$ cat config.mk
export PLATFORM = sky130hd
export DESIGN_NAME = obstacle_map_writer
export DESIGN_NICKNAME = d
export VERILOG_FILES = /design/src/rtl/obstacle_map_writer.sv
export SDC_FILE = /design/constraint.sdc
export NUM_CORES = 1
export LEC_CHECK = 0
export CAP_MARGIN = 20
export CELL_PAD_IN_SITES_DETAIL_PLACEMENT = 0
export CELL_PAD_IN_SITES_GLOBAL_PLACEMENT = 1
export CORE_ASPECT_RATIO = 1.2
export CORE_MARGIN = 2
export CORE_UTILIZATION = 40
export CTS_BUF_LIST = sky130_fd_sc_hd__clkbuf_2
export DETAILED_ROUTE_END_ITERATION = 12
export DONT_BUFFER_PORTS = 1
export GPL_TIMING_DRIVEN = 0
export PLACE_DENSITY_LB_ADDON = 0.1
export SYNTH_ARGS = -nofsm -noshare
export SYNTH_HDL_FRONTEND = slang
export SYNTH_SLANG_ARGS = --single-unit
$ cat constraint.sdc
create_clock -name clk -period 5.2 [get_ports clk]
set_clock_uncertainty 0.15 [all_clocks]
set_input_delay 1.04 -clock clk [delete_from_list [all_inputs] [get_ports clk]]
set_output_delay 1.04 -clock clk [all_outputs]
set_load 0.03 [all_outputs]
$ cat src/rtl/obstacle_map_writer.sv
// Builds a square obstacle bitmap in an external RAM: clears every row, then
// read-modify-writes one bit per accepted (x,y) pair until the collector finishes.
module obstacle_map_writer #(
  parameter int GRID_BITS = 5
) (
  input  logic                          clk,
  input  logic                          reset,
  input  logic [7:0]                    coord_x,
  input  logic [7:0]                    coord_y,
  input  logic                          coord_valid,
  output logic                          coord_ready,
  input  logic                          finish_in,
  input  logic                          restart,
  output logic [GRID_BITS-1:0]          mem_addr,
  output logic                          mem_rden,
  input  logic [(1<<GRID_BITS)-1:0]     mem_rdata,
  output logic                          mem_wren,
  output logic [(1<<GRID_BITS)-1:0]     mem_wdata,
  output logic [2*GRID_BITS:0]          obstacle_count,
  output logic [7:0]                    oob_count,
  output logic                          err_oob,
  output logic                          map_ready
);

  localparam int SIDE = 1 << GRID_BITS;
  localparam int CW   = 2*GRID_BITS + 1;

  typedef enum logic [2:0] {CLEAR, IDLE, READ, MERGE, DONE} state_t;

  state_t               state, state_nxt;
  logic [GRID_BITS-1:0] row_cnt, x_lat, y_lat;
  logic [SIDE-1:0]      x_bit;
  logic                 accept, in_range;

  assign accept   = coord_valid && (state == IDLE);
  assign in_range = ((coord_x >> GRID_BITS) == 8'd0) && ((coord_y >> GRID_BITS) == 8'd0);
  assign x_bit    = {{(SIDE-1){1'b0}}, 1'b1} << x_lat;

  always_ff @(posedge clk or negedge reset) begin
    if (!reset) state <= CLEAR;
    else        state <= state_nxt;
  end

  // RAM strobes are gated by reset so a read/merge in flight is dropped the
  // moment reset asserts, rather than waiting for the next clock edge.
  always_comb begin
    state_nxt   = state;
    coord_ready = 1'b0;
    map_ready   = 1'b0;
    mem_addr    = y_lat;
    mem_wdata   = '0;
    mem_rden    = 1'b0;
    mem_wren    = 1'b0;
    case (state)
      CLEAR: begin
        mem_addr = row_cnt;
        mem_wren = reset;
        if (&row_cnt) state_nxt = IDLE;
      end
      IDLE: begin
        coord_ready = 1'b1;
        if (accept) begin
          if (in_range) state_nxt = READ;
        end else if (finish_in) begin
          state_nxt = DONE;
        end
      end
      READ: begin
        mem_rden  = reset;
        state_nxt = MERGE;
      end
      MERGE: begin
        mem_wren  = reset;
        mem_wdata = mem_rdata | x_bit;
        state_nxt = IDLE;
      end
      DONE: begin
        map_ready = 1'b1;
        if (restart) state_nxt = CLEAR;
      end
      default: state_nxt = CLEAR;
    endcase
  end

  always_ff @(posedge clk or negedge reset) begin
    if (!reset) begin
      row_cnt        <= '0;
      x_lat          <= '0;
      y_lat          <= '0;
      obstacle_count <= '0;
      oob_count      <= '0;
      err_oob        <= 1'b0;
    end else begin
      err_oob <= 1'b0;
      case (state)
        CLEAR: row_cnt <= row_cnt + GRID_BITS'(1);
        IDLE: begin
          if (accept) begin
            if (in_range) begin
              x_lat <= coord_x[GRID_BITS-1:0];
              y_lat <= coord_y[GRID_BITS-1:0];
            end else begin
              err_oob <= 1'b1;
              if (oob_count != 8'hFF) oob_count <= oob_count + 8'd1;
            end
          end
        end
        // Only a newly set cell counts, so the total is bounded by the grid area.
        MERGE: if (!mem_rdata[x_lat]) obstacle_count <= obstacle_count + CW'(1);
        DONE: begin
          if (restart) begin
            obstacle_count <= '0;
            oob_count      <= '0;
            row_cnt        <= '0;
          end
        end
        default: ;
      endcase
    end
  end

endmodule

## Yosys cells after proc, flatten, opt, wreduce, memory -nomap -nowiden

Index checks and enable logic that the tools add are counted.

| cells by class | value |
|---|---|
| mux-type cells | 27 |
| shifts and indexed selects | 1 |
| reduce and logical (&&, ||, !) cells | 15 |
| eq/ne operators | 13 |
| $lt $le $gt $ge | 1 |
| bitwise gates (word level) | 1 |
| add/subtract/negate cells | 3 |

Operators by type and width:

| cell | count |
|---|---|
| $mux W32 | 1 |
| $mux W8 | 4 |
| $or A32 B32 Y32 | 1 |
| $shl A1 B5 Y32 const A | 1 |
| $mux W11 | 2 |
| $pmux W11 S2 | 1 |
| $logic_not A8 Y1 | 2 |
| $pmux W8 S2 | 1 |
| $mux W3 | 5 |
| $pmux W3 S5 | 1 |
| $add A11 B1 Y11 const B | 1 |
| $mux W5 | 2 |
| $ne A2 B2 Y1 const B | 5 |
| $pmux W5 S2 | 1 |
| $reduce_and A5 Y1 | 2 |
| $add A8 B1 Y8 const B | 1 |
| $mux W1 | 8 |
| $ne A8 B8 Y1 const B | 1 |
| $eq A3 B2 Y1 const B | 2 |
| $lt A5 B6 Y1 const B | 1 |
| $ne A3 B3 Y1 const B | 2 |
| $reduce_and A3 Y1 | 2 |
| $reduce_bool A2 Y1 | 3 |
| $add A5 B1 Y5 const B | 1 |
| 9 further kinds | 10 |

| word-level totals | value |
|---|---|
| input bits | 53 |
| output and inout port bits | 61 |
| register bits after elaboration | 38 |
| logic and storage cells | 68 |

## Depth between registers and ports, before layout

| depth | value |
|---|---|
| depth after elaboration | 5 |
| gate-level depth with buffers | 10 |
| mapped depth without buffers | 7 |

## Worst setup path after synthesis

OpenSTA, ideal clock, no wires.

| timing path | value |
|---|---|
| path kind | in2reg |
| start point | in mem_rdata[11] |
| end point | reg obstacle_count[2] |
| stages on the path | 8 |
| data required time | 4.926 ns |
| slack | 2.297 ns |
| library setup time | 0.124 ns |
| data arrival time | 2.629 ns |
| path buffers | 1 |
| cell sequence | mux2_1 > a31o_1 > a311oi_2 > o211ai_2 > nor3_4 > buf_6 > a21oi_2 > a211o_1 |

| on the way | value |
|---|---|
| cells in the longest elaborated chain, start to end | 4 |

RTL lines:

| item | line | source |
|---|---|---|
| start: declaration | 16 | `input logic [(1<<GRID_BITS)-1:0] mem_rdata,` |
| $bmux W1 S5 | 109 | `MERGE: if (!mem_rdata[x_lat]) obstacle_count <= obstacle_count + CW'(1);` |
| $mux W1 (not written as such) | 109 |  |
| $ne A2 B2 Y1 (no line) | n/a |  |
| $reduce_and A3 Y1 (no line) | n/a |  |
| end signal: assignment | 109 |  |
| end: declaration | 19 | `output logic [2*GRID_BITS:0] obstacle_count,` |

Every way passes these cells. The select of a mux whose other input is x is not followed.
A chain may end at the register's enable or synchronous reset.

## Worst setup path in the final report

| timing path | value |
|---|---|
| start point | reg x_lat[0] |
| end point | out mem_wdata[13] |

| on the way | value |
|---|---|
| cells in the longest elaborated chain, start to end | 3 |

RTL lines:

| item | line | source |
|---|---|---|
| start: declaration | 31 | `logic [GRID_BITS-1:0] row_cnt, x_lat, y_lat;` |
| start signal: assignment | 100 | `x_lat <= coord_x[GRID_BITS-1:0];` |
| $shl A1 B5 Y32 | 37 | `assign x_bit = {{(SIDE-1){1'b0}}, 1'b1} << x_lat;` |
| $or A32 B32 Y32 | 74 | `mem_wdata = mem_rdata \| x_bit;` |
| $mux W32 | 54 | `case (state)` |
| end: declaration | 18 | `output logic [(1<<GRID_BITS)-1:0] mem_wdata,` |

Every way passes these cells.

==> impl_metrics.tcl <==
set metrics [dict create \
    syn_area_um2 2710 \
    r2r_slack_ns 2.39 \
    track_usage_pct 20.0 \
    post-synth-top-count-cell "nor2_1" \
    finalCriticalPeriod_ns 3.75 \
    combPwrFrac_pct 42.1 \
    fin_cells 407 \
    dp_cells 400 \
    cts_tree "done" \
    crit_path_start "x_lat[0]" \
    grt_first_pass_wirelength_um 11500 \
    cts-resized-gates 0 \
    synth.area.top_cells "dfrtp_1 35%, mux2_2 8.3%, nor2_1 6.8%, a21oi_1 6.6%, mux2i_1 4.8%" \
    dieWidth_um 79.2 \
    clock-sinks 38 \
    cpMostUsedCell "clkbuf_1" \
    final.setup.tns_ns 0 \
    nFillCells 705 \
    synth-edff-count 0 \
    row_count 32 \
    powerDensity_nw_per_um2 376 \
    n_antenna_cell 0 \
    dpl_cell_area_um2 2820 \
    ys_warn_count 0 \
    ant_nets 0 \
    ys.flop_type "dfrtp_1" \
    leakage_nw 1.28 \
    core_um2 6490 \
    yosysSeqAreaShare_pct 35.1 \
    cts_buffers 5 \
    clkPwrFrac_pct 12.3 \
    dp_hpwl_um 5450 \
    insertion_delay_ns 0.39 \
    rr_startpoint "state[0]" \
    vias 2339 \
    end_kind "output pin" \
    die-area_um2 7460 \
    htreeDepth 2 \
    power_frac_seq_pct 45.5 \
    gp_congestion 0.774 \
    relSlewSlack_pct 49.3 \
    crit_path_cell_trace "buf_2, clkbuf_1, nor2b_1, clkbuf_1, a21oi_1, nor2_1" \
    multi_input_area_um2 1650 \
    yosys_register_bits 38 \
    antenna_found_initial 0 \
    seqCellArea_um2 951 \
    path_max_fanout 10 \
    hold_buffers 0 \
    drv_slew 0 \
    syn_to_final_growth_pct 5.30 \
    p_int_uw 560 \
    clk_path_buf_depth 2 \
    hold_path_class "in2async" \
    die_h_um 94.2 \
    syn_nets 372 \
    postCtsSetupRepairBufs 0 \
    maxCapViolCount 0 \
    slowest_stage "nor2_1" \
    yosysTopAreaCell "dfrtp_1" \
    crit_path_end "mem_wdata[13]" \
    timing.final.crit_share_pct 72.1 \
    drt_first_pass_iters 4 \
    viasPerCell 5.75 \
    max_stage_delay_ns 0.50 \
    io_pins 114 \
    cp.required_ns 4.01 \
    syn_avg_cell_area_um2 8.61 \
    drt-total-wl_um 7360 \
    ir_drop_mv 0.244 \
    status "complete, no violations" \
    crit_type "reg2out" \
    gr-total-overflow 0 \
    final_nets 379 \
    port_buffers 0 \
    grt_max_degree 40 \
    drive_gt1_share_pct 15.5 \
    synthCells 315 \
    synth_cell_types 46 \
    drc 0 \
    setup_violations 0 \
    r2r_end "oob_count[6]" \
    synth_top_area_share_pct 35.1 \
    design_area_um2 2860 \
    p_sw_uw 514 \
    async_flop_share_pct 100 \
    startpoint_type "flip-flop" \
    worstMarginPinSlew_ns 0.758 \
    synth_commonest_cells "49 x nor2_1, 38 x dfrtp_1, 36 x a21oi_1, 30 x nand2_1, 20 x mux2_2" \
    dr.first_iter.drc_count 124 \
    grt_pass1_vias 2308 \
    path_depth 6 \
    crit_arrival_ns 2.56 \
    hold_viol 0 \
    max_freq_mhz 267 \
    swShare_pct 47.9 \
    start_util_pct 41.8 \
    avgRoutedWirePerCell_um 18.1 \
    cts_root_buffer "clkbuf_2" \
    critical_path_buf_inv_count 3 \
    rsz0062_at_grt "no" \
    path_clk_slew_ns 0.21 \
    cpLargestDelayFamily "buffers and inverters" \
    worstRegToRegCells 8 \
]
-- cells in the final DEF (no fill, tap or decap), types with 2 or more instances in the layout --
| master | Yosys | routed |
|---|---|---|
| and2_1 | 3 | 3 |
| nor3b_1 | 4 | 4 |
| clkbuf_2 | 0 | 6 |
| ha_1 | 4 | 4 |
| and3b_1 | 2 | 2 |
| nor4_1 | 3 | 3 |
| nor2_1 | 49 | 49 |
| nand3_1 | 8 | 8 |
| or4_1 | 2 | 2 |
| dfrtp_1 | 38 | 38 |
| a21oi_2 | 4 | 4 |
| nand2b_1 | 5 | 5 |
| clkbuf_1 | 14 | 14 |
| nor2b_1 | 2 | 2 |
| nand4_1 | 4 | 4 |
| xor2_1 | 7 | 7 |
| and3_1 | 11 | 11 |
| and3b_2 | 3 | 3 |
| a21oi_1 | 36 | 36 |
| a311oi_2 | 2 | 2 |
| inv_1 | 2 | 2 |
| a2bb2oi_1 | 2 | 2 |
| mux2i_1 | 13 | 13 |
| buf_2 | 5 | 5 |
| o21ai_0 | 12 | 12 |
| buf_6 | 2 | 2 |
| mux2_2 | 20 | 20 |
| a211o_1 | 5 | 5 |
| a21o_1 | 2 | 2 |
| nand2_1 | 30 | 30 |
| nor3_1 | 5 | 5 |
-- cell type report --
| cell class | count | area share, % |
|---|---|---|
| Sequential cell | 38 | 33.3 |
| Clock buffer | 6 | 1.05 |
| Inverter | 2 | 0.263 |
| Clock inverter | 1 | 0.263 |
| Buffer | 22 | 3.77 |
| Multi-Input combinational cell | 253 | 57.6 |
| Tap cell | 85 | 3.72 |
-- flip-flops by register name, summed over array words and instances, names as in the netlist --
name / count
err_oob: 1
obstacle_count: 11
oob_count: 8
row_cnt: 5
state: 3
x_lat: 5
y_lat: 5
-- cell families after synthesis --
logic type,synth area share (%)
fa+ha+maj,1.85
compound gates,16.2
buf+inv,4.24
simple gates,26.1
flops,35.1
mux,14.3
xor+xnor,2.26
-- power by group through the flow --
| stage | registers (mW) | clock network [mW] | logic, mW |
|---|---|---|---|
| floorplan | 0.477 | 0 | 0.390 |
| global placement | 0.496 | 0 | 0.451 |
| detailed placement | 0.497 | 0 | 0.458 |
| CTS | 0.490 | 0.139 | 0.459 |
| global route | 0.503 | 0.150 | 0.507 |
| finish | 0.489 | 0.132 | 0.453 |
-- worst min-delay path by stage --
stage | startpoint | end | slack (ns) | depth (start not counted)
5_1_grt | reset | obstacle_count[6] | 0.08 | 0
3_3_place_gp | y_lat[3] | y_lat[3] | 0.34 | 1
4_1_cts | reset | obstacle_count[6] | 0.11 | 0
2_1_floorplan | y_lat[2] | y_lat[2] | 0.33 | 1
6_report | reset | obstacle_count[0] | 0.15 | 0
3_5_place_dp | y_lat[3] | y_lat[3] | 0.35 | 1
-- stage by stage --
stage | hold slack (ns) | setup WS, ns | power [mW] | utilization (%)
final | 0.148 | 1.45 | 1.07 | 44.0
after global routing | 0.0765 | 1.30 | 1.16 | 44.0
after CTS | 0.112 | 1.43 | 1.09 | 44.0
after detailed placement | 0.346 | 1.87 | 0.954 | 43.5
after global placement | 0.337 | 1.87 | 0.947 | 43.5
after floorplan | 0.325 | 2.30 | 0.867 | -
-- metal layers --
layer	vias to the layer above	global-route usage (%)	wire (µm)
met5	-	0	0
met4	0	7.33	177
met3	13	5.38	543
met2	97	33.5	3520
met1	1091	24.6	3110
li1	1138	-	-
No activity file was read; power rests on OpenSTA's default activity.
